[src/rtl/register_file.sv]
// Register file: 2^ADDR_WIDTH x DATA_WIDTH, two combinational read ports, one synchronous write port.
// Optional macro ZERO_REG_EN hardwires register 0 to zero.
module register_file #(
  parameter int unsigned DATA_WIDTH = 16,
  parameter int unsigned ADDR_WIDTH = 3
) (
  input  logic                  clk,
  input  logic                  rst_n,
  input  logic                  RegWrite,
  input  logic [ADDR_WIDTH-1:0] read_reg_1,
  input  logic [ADDR_WIDTH-1:0] read_reg_2,
  input  logic [ADDR_WIDTH-1:0] write_reg,
  input  logic [DATA_WIDTH-1:0] write_data,
  output logic [DATA_WIDTH-1:0] read_data_1,
  output logic [DATA_WIDTH-1:0] read_data_2
);

  localparam int unsigned NumRegs = 1 << ADDR_WIDTH;

  logic [DATA_WIDTH-1:0] r_regs [NumRegs];
  logic                  w_write_en;

`ifdef ZERO_REG_EN
  // Writes to register 0 are dropped so it stays at its reset value of zero.
  assign w_write_en = RegWrite && (write_reg != '0);
`else
  assign w_write_en = RegWrite;
`endif

  always_ff @(posedge clk or negedge rst_n) begin
    if (!rst_n) begin
      for (int i = 0; i < NumRegs; i++) begin
        r_regs[i] <= '0;
      end
    end else if (w_write_en) begin
      r_regs[write_reg] <= write_data;
    end
  end

  // No write-to-read bypass: reads see the stored value until the write edge.
  always_comb begin
    read_data_1 = r_regs[read_reg_1];
    read_data_2 = r_regs[read_reg_2];
`ifdef ZERO_REG_EN
    if (read_reg_1 == '0) read_data_1 = '0;
    if (read_reg_2 == '0) read_data_2 = '0;
`endif
  end

endmodule

[config.mk]
export PLATFORM = sky130hd
export DESIGN_NAME = register_file
export DESIGN_NICKNAME = d
export VERILOG_FILES = /design/src/rtl/register_file.sv
export SDC_FILE = /design/constraint.sdc
export NUM_CORES = 1
export LEC_CHECK = 0
export ABC_CLOCK_PERIOD_IN_PS = 2400
export CAP_MARGIN = 20
export CORE_MARGIN = 4
export CORE_UTILIZATION = 23
export DETAILED_ROUTE_END_ITERATION = 16
export DONT_BUFFER_PORTS = 1
export PLACE_DENSITY_LB_ADDON = 0.1
export SLEW_MARGIN = 30
export SYNTH_ARGS = -nofsm -noshare
export SYNTH_HDL_FRONTEND = slang
export SYNTH_SLANG_ARGS = --single-unit
[constraint.sdc]
create_clock -name clk -period 2.4 [get_ports clk]
set_clock_uncertainty 0.05 [all_clocks]
set_input_delay 0.24 -clock clk [delete_from_list [all_inputs] [get_ports clk]]
set_output_delay 0.24 -clock clk [all_outputs]
set_load 0.02 [all_outputs]
==> results of run 1 <==
[per-layer routing]
layer | up-vias | global-route usage [%] | wire length, um
li1 | 1630 | - | -
met3 | 11 | 3.25 | 839
met1 | 2076 | 16.0 | 9140
met5 | - | 0 | 0
met4 | 0 | 2.70 | 163
met2 | 76 | 18.4 | 9080
[synth_stat cells]
master / n
nor4bb_1: 2
mux4_1: 56
nand4b_2: 3
buf_6: 10
buf_2: 8
mux2_2: 160
dfrtp_1: 128
nor4b_4: 1
nand4_2: 1
mux4_2: 8
and4bb_2: 1
clkbuf_1: 3
buf_1: 5
clkbuf_2: 2
buf_4: 5
[cell type report]
type,count,area share (%)
Antenna cell,1,0.0310
Clock inverter,15,1.71
Tap cell,390,6.05
Sequential cell,128,39.7
Multi-Input combinational cell,232,44.7
Clock buffer,17,5.28
Timing Repair Buffer,21,2.45
[power groups by stage]
stage | Clock, mW | Sequential [mW] | Combinational, mW
2_1_floorplan | 0 | 2.86 | 1.34
3_3_place_gp | 0 | 2.95 | 1.46
3_5_place_dp | 0 | 2.98 | 1.48
4_1_cts | 2.56 | 2.94 | 1.54
5_1_grt | 2.66 | 3.00 | 1.62
6_report | 2.48 | 2.94 | 1.50
[critical path, cell delays in order (launching register included)]
cell and delay, ns:
dfrtp_1 0.38, mux4_1 0.53, mux2_2 0.37
[how the worst max path moves through the flow]
stage                                end  slack (ns)  cells past startpoint
final                     read_data_2[3]        0.42                      2
after global routing      read_data_1[8]        0.36                      2
after CTS                 read_data_2[3]        0.39                      2
after detailed placement      r_regs[37]        0.45                      2
after global placement        r_regs[40]        0.50                      2
after floorplan           read_data_1[1]        0.77                      4
[logic make-up (layout without fill, tap and decap cells)]
logic type / count (synthesis) / after routing
buffers and inverters: 33 / 53
other: 0 / 1
and+or+nand+nor: 8 / 8
DFF: 128 / 128
muxes: 224 / 224
[metrics by stage]
stage	power, mW	utilization (%)	std cells
final	6.92	27.1	804
after floorplan	4.21	-	393
after detailed placement	4.46	24.6	755
after CTS	7.04	27.0	803
after global routing	7.28	27.1	804
after global placement	4.41	24.6	755
==> impl_results.md, run 1 <==
- Outcome: finished with violations
- Failing checks: hold timing
- Mean post-synth cell area: 17.8 um2
- Final Max Tran Viols: 0
- Initial antenna violation count: 1
- Vias per cell: 4.72
- Vias in the first global route: 4,130
- Layout Area Growth over Synthesis: 15.1%
- GRT Overall Usage: 11.7%
- Initial core utilization: 23.5%
- Fin worst setup slack: 0.420 ns
- Synth Area in Compound Gates: 0%
- Max FFs per register: 128
- Comb power frac: 21.7%
- Area of the multi-input gates: 3610 um2
- Layout cells sized above 1: 51.6%
- # IOs: 60
- Setup violators final: 0
- Die area: 33,300 um2
- Crit. Startpoint: r_regs[67]
- Overall die width: 182 um
- FF+latch count, synth: 128
- Period minus WS final: 1.98 ns
- Clock Latency Late Sink: 0.41 ns
- Post-synthesis simple-gate area fraction: 1.63%
- Worst r2r src: r_regs[22]
- Worst hold-check path type: in2async
- Synth Area in Adders: 0%
- First-pass GRT wire length: 28,200 um
- Power Density: 858 nW/um2
- Max transition margin: 35.9%
- Startpoint type of the worst setup path: flip-flop
- Most frequent cells in the layout: 160 x mux2_2, 128 x dfrtp_1, 56 x mux4_1
- Commonest non-fill, non-tap cell in the layout: mux2_2
- Die Height: 182 um
- Setup Crit Path Kind: reg2out
- Fmax: 0.505 GHz
- CP Data Arrival Time: 1.69 ns
- CP Capture Type: output pin
- Least-Margin Pin Slew: 0.958 ns
- Ranking of synthesized cells by area: dfrtp_1 46%, mux2_2 26%, mux4_1 21%
- XOR/XNOR Fraction of Synth Area: 0%
- Clk pwr share: 35.8%
- Multiplexer share of the synthesized area: 49.3%
- Routed vias: 3,793
- Final Cell Area: 8060 um2
- Final Hold Vio Count: 128
- Mapped Cells: 393
- DP Wirelength: 10,600 um
- Fillcell total: 3,006
- Part of the cycle the worst path needs: 82.5%
- Wire per inst: 23.9 um
- Max H-tree Level: 4
- Yosys top cell area share: 45.8%
- Synth area leader: dfrtp_1
- RSZ-0062 raised after global routing: no
- Register with the most flip-flops: r_regs
- R2R setup slack: 1.57 ns
- Internal: 4.99 mW
- Antenna viol nets, final: 0
- CTS Hold Buffers Added: 16
- IR Drop Worst-Case VDD: 341 uV
- Remaining Overflow, GRT: 0
- Largest net degree at the start of global routing: 129
- Port bufs: 0
- CTS sink cnt: 128
- DRC viols: 0
- Max Root-Sink Buffers: 2
- Largest family of logic cells by synthesized area: multiplexers
- Sum Neg Setup Slack: 0 ns
- Place WS: 0.446 ns
- Pre-Repair DR Iteration Count: 4
- Psw: 1.92 mW
- MaxCap Viol Count: 0
- Lkg Pwr: 3.31 nW
- Flop pwr share: 42.5%
- Clock Tree Root: clkbuf_16
- Synth cell types: 15
- Setup repair bufs after CTS: 0
- Placed cell areas: 7330 um2
- Biggest registers after layout: r_regs: 128 flops
- CTS resizes: 0
- Critical Path RT: 2.11 ns
- Mapped cell area: 7000 um2
- CTS tree: built
- Clock Pin Slew Worst Setup and Hold Paths: 0.07 ns
- Num CTS Buffers: 17
- Iter 0 DRT Violations: 138
- Cells on worst reg2reg path: 1
- Placer Congestion: 0.667
- FF+latch area: 3200 um2
- Worst r2r dst: r_regs[22]
- Synth Net Count: 421
- Core Region: 29,800 um2
- CP max FO: 3
- Switch share: 27.8%
- Hold slack: -0.532 ns
- Ys Warns: 0
- Routed Wire Length: 19,200 um
- Std cell rows: 63
- # nets final: 428
- Seq/Total Area, Yosys: 45.8%
(Power assumes the default switching activity.)
==> inputs of run 2 (changes only) <==
--- a/config.mk
+++ b/config.mk
@@ -5,7 +5,7 @@
 export SDC_FILE = /design/constraint.sdc
 export NUM_CORES = 1
 export LEC_CHECK = 0
-export ABC_CLOCK_PERIOD_IN_PS = 2400
+export ABC_CLOCK_PERIOD_IN_PS = 2000
 export CAP_MARGIN = 20
 export CORE_MARGIN = 4
 export CORE_UTILIZATION = 23
==> constraint.sdc (replaced) <==
create_clock -name clk -period 2 [get_ports clk]
set_clock_uncertainty 0.05 [all_clocks]
set_input_delay 0.2 -clock clk [delete_from_list [all_inputs] [get_ports clk]]
set_output_delay 0.2 -clock clk [all_outputs]
set_load 0.02 [all_outputs]
==> run 2 against run 1 <==
  * The run still ends with hold timing left
  * Sequential cell count stayed put
  * Setup slack worse by 0.37 ns
  * Die area is the same
  * Global-route usage increased by 0.33 points
  * Count of clock-buffer cells in the layout up 3
  * Cell area up 1.1%
  * Sequential power increased by 21%
  * Cell count rose by 0.37%
  * Via count increased by 0.18%
  * Utilization up 0.29 points
  * Critical endpoint is now read_data_2[12]
  * Highest routed layer unchanged
==> impl_results.md, run 2 (same netlist as run 1, synthesis figures left out) <==
- Initial core utilization: 23.5% (unchanged)
- Vias per cell: 4.71 (-0.19%)
- Die area: 33,300 um2 (unchanged)
- Critical Path RT: 1.75 ns (-0.36 ns)
- Max H-tree Level: 4 (unchanged)
- Antenna viol nets, final: 0 (unchanged)
- Placed cell areas: 7390 um2 (+0.82%)
- Largest net degree at the start of global routing: 129 (unchanged)
- Wire per inst: 24.2 um (+1.3%)
- Vias in the first global route: 4,238 (+2.6%)
- Sum Neg Setup Slack: 0 ns (unchanged)
- DP Wirelength: 11,000 um (+3.8%)
- Fillcell total: 3,019 (+0.43%)
- Core Region: 29,800 um2 (unchanged)
- Place WS: 0.460 ns (+0.0136 ns)
- Clock Latency Late Sink: 0.41 ns (about the same)
- CTS sink cnt: 128 (unchanged)
- Final Hold Vio Count: 128 (unchanged)
- CP max FO: 3 (unchanged)
- Pre-Repair DR Iteration Count: 4 (unchanged)
- Final Max Tran Viols: 0 (unchanged)
- Setup Crit Path Kind: reg2out
- CP Data Arrival Time: 1.70 ns (about the same)
- # IOs: 60 (unchanged)
- Port bufs: 0 (unchanged)
- Biggest registers after layout: r_regs: 128 flops
- DRC viols: 0 (unchanged)
- Layout Area Growth over Synthesis: 16.4%
- CTS Hold Buffers Added: 16 (unchanged)
- Routed Wire Length: 19,500 um (+1.7%)
- Hold slack: -0.574 ns (-0.0424 ns)
- Final Cell Area: 8150 um2 (+1.1%)
- Commonest non-fill, non-tap cell in the layout: mux2_2
- Startpoint type of the worst setup path: flip-flop
- FF+latch area: 3200 um2 (unchanged)
- Outcome: finished with violations
- # nets final: 431 (+0.70%)
- Fmax: 0.513 GHz
- Initial antenna violation count: 1 (unchanged)
- Num CTS Buffers: 17 (unchanged)
- Placer Congestion: 0.653 (-2.1%)
- Layout cells sized above 1: 51.4% (-0.13 points)
- Setup violators final: 0 (unchanged)
- Worst hold-check path type: in2async
- First-pass GRT wire length: 29,100 um (+3.0%)
- Std cell rows: 63 (unchanged)
- Total power: 8.52 mW (+23%)
- Overall die width: 182 um (unchanged)
- Remaining Overflow, GRT: 0 (unchanged)
- Max transition margin: 64.7% (+29 points)
- Most frequent cells in the layout: 157 x mux2_2, 128 x dfrtp_1, 56 x mux4_1
- IR Drop Worst-Case VDD: 543 uV (+59%)
- Part of the cycle the worst path needs: 97.4%
- Iter 0 DRT Violations: 134 (-2.9%)
- Fin worst setup slack: 0.0516 ns (-0.368 ns)
- Period minus WS final: 1.95 ns
- Setup repair bufs after CTS: 0 (unchanged)
- Least-Margin Pin Slew: 0.527 ns (-0.430 ns)
- Clock Tree Root: clkbuf_16
- Clock Pin Slew Worst Setup and Hold Paths: 0.06 ns (about the same)
- Failing checks: hold timing
- Power Density: 1050 nW/um2 (+22%)
- Register with the most flip-flops: r_regs
- Lkg Pwr: 3.37 nW (+1.7%)
- Max Root-Sink Buffers: 2 (unchanged)
- RSZ-0062 raised after global routing: no
- Routed vias: 3,800 (+0.18%)
- Max FFs per register: 128 (unchanged)
- CTS tree: built
- Area of the multi-input gates: 3610 um2 (about the same)
- Die Height: 182 um (unchanged)
- CP Capture Type: output pin
- GRT Overall Usage: 12.0% (+0.33 points)
- MaxCap Viol Count: 0 (unchanged)
-- run 2: cell types whose count changed in the layout (fill, tap and decap cells not counted), moves of 3 or more --
| cell | previous run | this run |
|---|---|---|
| buf_12 | 0 | 3 |
| clkinv_2 | 3 | 7 |
| clkinv_4 | 5 | 1 |
| inv_6 | 3 | 0 |
| mux2_2 | 160 | 157 |
| mux2_4 | 0 | 3 |
-- run 2: timing repair --
item / 4_1_cts / 5_1_grt
endpoints found under the hold margin: 256 / 128
endpoints found under the setup margin: 0 / 3
resized for setup: 0 / 3
-- run 2: final timing paths --
kind,start,end,slack [ns],cells past startpoint
min in group clk,write_reg[2],r_regs[82],0.20,3
setup / recovery,r_regs[76],read_data_2[12],0.05,2
hold reg to reg,r_regs[96],r_regs[96],0.46,1
max in group asynchronous,rst_n,r_regs[79],2.26,0
setup reg to reg,r_regs[76],r_regs[76],1.14,1
hold / removal,rst_n,r_regs[7],-0.57,0
-- run 2: layout make-up --
cell class,count,area share [%]
Clock buffer,20,5.48
Clock inverter,12,1.74
Sequential cell,128,39.3
Tap cell,390,5.99
Antenna cell,1,0.0307
Multi-Input combinational cell,232,44.3
Timing Repair Buffer,24,3.16
-- run 2: worst max-delay path: stages, from the launching register on --
cell,delay (ns)
dfrtp_1,0.42
mux4_1,0.50
mux2_2,0.35
-- run 2: where the power goes --
group / internal, mW / switching, mW
Combinational: 1.12 / 0.699
Sequential: 3.17 / 0.381
Clock: 1.98 / 1.18
Total: 6.27 / 2.26
-- run 2: through the flow --
stage,util (%),std cells
2_1_floorplan,-,393
3_3_place_gp,24.8,758
3_5_place_dp,24.8,758
4_1_cts,27.3,806
5_1_grt,27.3,807
6_report,27.3,807
-- run 2: layer usage --
metal / wire (um) / share of wire, % / up-vias / GRT usage [%]
li1: - / - / 1630 / -
met1: 8920 / 46 / 2069 / 15.6
met2: 9380 / 48 / 85 / 19.4
met3: 1030 / 5.3 / 16 / 3.91
met4: 212 / 1.1 / 0 / 3.09
met5: 0 / 0 / - / 0
==> inputs of run 3 (changes only) <==
--- a/config.mk
+++ b/config.mk
@@ -5,6 +5,7 @@
 export SDC_FILE = /design/constraint.sdc
 export NUM_CORES = 1
 export LEC_CHECK = 0
+export ABC_AREA = 1
 export ABC_CLOCK_PERIOD_IN_PS = 2000
 export CAP_MARGIN = 20
 export CORE_MARGIN = 4
==> run 3 against run 2 <==
  * The run still ends with hold timing left
  * Maximum frequency grew 20%
  * Sequential cell count is the same
  * Area after synthesis grew 7.0%
  * First-iteration DRC count grew to 3.8 times the previous value
  * Largest power group is now clock
  * Highest routed layer unchanged
==> impl_results.md, run 3 <==
- Outcome: finished with violations
- Failing checks: hold timing
- Ranking of synthesized cells by area: dfrtp_1 43%, nand2_1 28%, nand3_1 8.6%
- Max H-tree Level: 4 (unchanged)
- DP Wirelength: 17,200 um (+56%)
- Worst hold-check path type: in2async
- Setup Crit Path Kind: reg2out
- Post-synthesis simple-gate area fraction: 36.7% (+35 points)
- Internal: 5.79 mW (-7.6%)
- Layout cells sized above 1: 4.73% (-47 points)
- Yosys top cell area share: 42.8% (-3.0 points)
- Synth Area in Adders: 0% (unchanged)
- CP Data Arrival Time: 1.38 ns (-0.32 ns)
- Synth area leader: dfrtp_1
- Ys Warns: 0 (unchanged)
- Mean post-synth cell area: 6.43 um2 (-64%)
- Commonest non-fill, non-tap cell in the layout: nand2_1
- Ys async rst share: 100% (unchanged)
- Max FFs per register: 128 (unchanged)
- Switch share: 32.2% (+5.7 points)
- Max transition margin: 70.3% (+5.5 points)
- Initial core utilization: 23.6% (+0.058 points)
- Power Density: 986 nW/um2 (-5.7%)
- FF+latch count, synth: 128 (unchanged)
- Clock Tree Root: clkbuf_16
- Placer Congestion: 0.783 (+20%)
- CP dominant cell by count: nand2_1
- Overall die width: 188 um (+3.3%)
- Comb power frac: 21.7% (+0.4 points)
- # nets final: 1,179 (+170%)
- Std cell rows: 65 (+3.2%)
- Final Cell Area: 8660 um2 (+6.2%)
- Seq/Total Area, Yosys: 42.8% (-3.0 points)
- Mapped Cells: 1,165 (+200%)
- Part of the cycle the worst path needs: 81.4% (-16 points)
- Mapped cell area: 7490 um2 (+7.0%)
- Startpoint type of the worst setup path: flip-flop
- Period minus WS final: 1.63 ns (-0.320 ns)
- IR Drop Worst-Case VDD: 566 uV (+4.2%)
- Cell Chain, Critical Path: inv_1 -> nand2_1 -> nand3_1 -> nand2_1 -> nand2_1 -> nand2_1
- CTS tree: built
- Routed vias: 7,002 (+84%)
- Lkg Pwr: 4.68 nW (+39%)
- Final Max Tran Viols: 0 (unchanged)
- MaxCap Viol Count: 0 (unchanged)
- Setup violators final: 0 (unchanged)
- Flop pwr share: 38.8% (-2.8 points)
- Synth Area in Compound Gates: 8.55% (+8.6 points)
- Synth Flop Type: dfrtp_1
- Placed cell areas: 7880 um2 (+6.7%)
- Wire per inst: 17.3 um (-28%)
- Critical Path Max Stage Delay: 0.36 ns (-0.14 ns)
- Iter 0 DRT Violations: 514 (+280%)
- Vias per cell: 4.38 (-6.9%)
- Num CTS Buffers: 17 (unchanged)
- Psw: 2.75 mW (+22%)
- Layout Area Growth over Synthesis: 15.6%
- Initial antenna violation count: 0 (-1)
- Biggest registers after layout: r_regs: 128 flops
- CTS Hold Buffers Added: 16 (unchanged)
- Cell with the most instances after synthesis: nand2_1
- Die area: 35,500 um2 (+6.7%)
- Clock Latency Late Sink: 0.42 ns (about the same)
- Crit-path slowest cell: dfrtp_1
- Critical Path RT: 1.75 ns (about the same)
- Least-Margin Pin Slew: 0.446 ns (-0.0812 ns)
- Routed Wire Length: 27,700 um (+42%)
- Remaining Overflow, GRT: 0 (unchanged)
- Vias in the first global route: 7,171 (+69%)
- Largest net degree at the start of global routing: 129 (unchanged)
- Clk pwr share: 39.4% (+2.4 points)
- CTS sink cnt: 128 (unchanged)
- Core Region: 31,800 um2 (+6.7%)
- CP Buf/Inv Count: 1 (+1)
- CTS resizes: 0 (unchanged)
- CP Capture Type: output pin
- Synth Net Count: 1,193 (+180%)
- Port bufs: 0 (unchanged)
- Max Root-Sink Buffers: 2 (unchanged)
- Post-synth top cells: 551 x nand2_1, 150 x inv_1, 129 x nand3_1, 128 x dfrtp_1, 128 x o21ai_0
- First-pass GRT wire length: 43,400 um (+49%)
- GRT Overall Usage: 16.0% (+3.9 points)
- # IOs: 60 (unchanged)
- Ant. Diodes: 0 (-1)
- Most frequent cells in the layout: 551 x nand2_1, 150 x inv_1, 129 x nand3_1
- Die Height: 188 um (+3.3%)
- Final Hold Vio Count: 128 (unchanged)
- Clock Pin Slew Worst Setup and Hold Paths: 0.06 ns (about the same)
- Number of flops mapped to enable cells by yosys: 0 (unchanged)
- Sum Neg Setup Slack: 0 ns (unchanged)
- Cell family with most CP delay: simple AND/OR/NAND/NOR gates
- DRC viols: 0 (unchanged)
- Setup repair bufs after CTS: 0 (unchanged)
- Hold slack: -0.575 ns (-0.000422 ns)
- Antenna viol nets, final: 0 (unchanged)
- XOR/XNOR Fraction of Synth Area: 0% (unchanged)
- Register with the most flip-flops: r_regs
- Fmax: 0.614 GHz (+20%)
- Largest family of logic cells by synthesized area: simple AND/OR/NAND/NOR gates
- Pre-Repair DR Iteration Count: 5 (+1)
- Synth cell types: 13 (-2)
- CP max FO: 3 (unchanged)
- RSZ-0062 raised after global routing: no
- Multiplexer share of the synthesized area: 0% (-49 points)
==> run 3: changes by cell type in the layout (fill, tap and decap cells not counted), sizes merged, moves of 3 or more <==
cell    previous run  this run
nand2              0       551
buf                8        21
inv                0       154
o21ai              0       128
clkinv             8         3
mux4              64         0
nor2               0         4
mux2             160         0
nand4b             3         0
nand3              0       129
==> run 3: path summary, 6_finish.rpt <==
| kind | end | from | slack, ns | cells past startpoint |
|---|---|---|---|---|
| setup / recovery | read_data_2[13] | r_regs[13] | 0.37 | 6 |
| hold / removal | r_regs[39] | rst_n | -0.57 | 0 |
| setup reg to reg | r_regs[13] | r_regs[13] | 1.22 | 2 |
| hold reg to reg | r_regs[108] | r_regs[108] | 0.43 | 2 |
| max in group asynchronous | r_regs[41] | rst_n | 2.19 | 0 |
| min in group clk | r_regs[34] | write_data[2] | 0.01 | 2 |
==> run 3: power by group through the flow <==
stage | Combinational (mW) | Clock [mW] | Sequential (mW)
6_report | 1.86 | 3.37 | 3.31
5_1_grt | 2.18 | 3.59 | 3.38
4_1_cts | 1.89 | 3.47 | 3.32
3_5_place_dp | 1.86 | 0 | 3.36
3_3_place_gp | 1.86 | 0 | 3.35
2_1_floorplan | 1.46 | 0 | 3.30
==> run 3: cell families (layout without fill, tap and decap cells) <==
kind of cell	Yosys count	after routing
compound gates	128	128
flops	128	128
simple gates	685	685
buf+inv	224	222
==> run 3: cell type report <==
| cell class | count | area, um2 |
|---|---|---|
| Fill cell | 3639 | 23100 |
| Multi-Input combinational cell | 813 | 3390 |
| Sequential cell | 128 | 3200 |
| Inverter | 154 | 578 |
| Tap cell | 435 | 544 |
| Clock buffer | 21 | 450 |
| Timing Repair Buffer | 37 | 330 |
| Clock inverter | 10 | 161 |
==> run 3: metal layers <==
| metal | track usage (%) | vias up | wire length (um) |
|---|---|---|---|
| li1 | - | 3527 | - |
| met1 | 21.4 | 3287 | 13000 |
| met2 | 24.8 | 160 | 12300 |
| met4 | 4.62 | 0 | 558 |
| met3 | 5.06 | 28 | 1820 |
| met5 | 0 | - | 0 |
==> run 3: through the flow <==
stage	setup WS (ns)	cells	hold slack (ns)	total power, mW	utilization (%)
2_1_floorplan	0.759	1165	-0.146	4.76	-
3_3_place_gp	0.575	1551	-0.140	5.22	24.8
3_5_place_dp	0.568	1551	-0.139	5.22	24.8
4_1_cts	0.327	1598	-0.598	8.68	27.2
5_1_grt	0.239	1598	-0.605	9.15	27.2
6_report	0.372	1598	-0.575	8.54	27.2
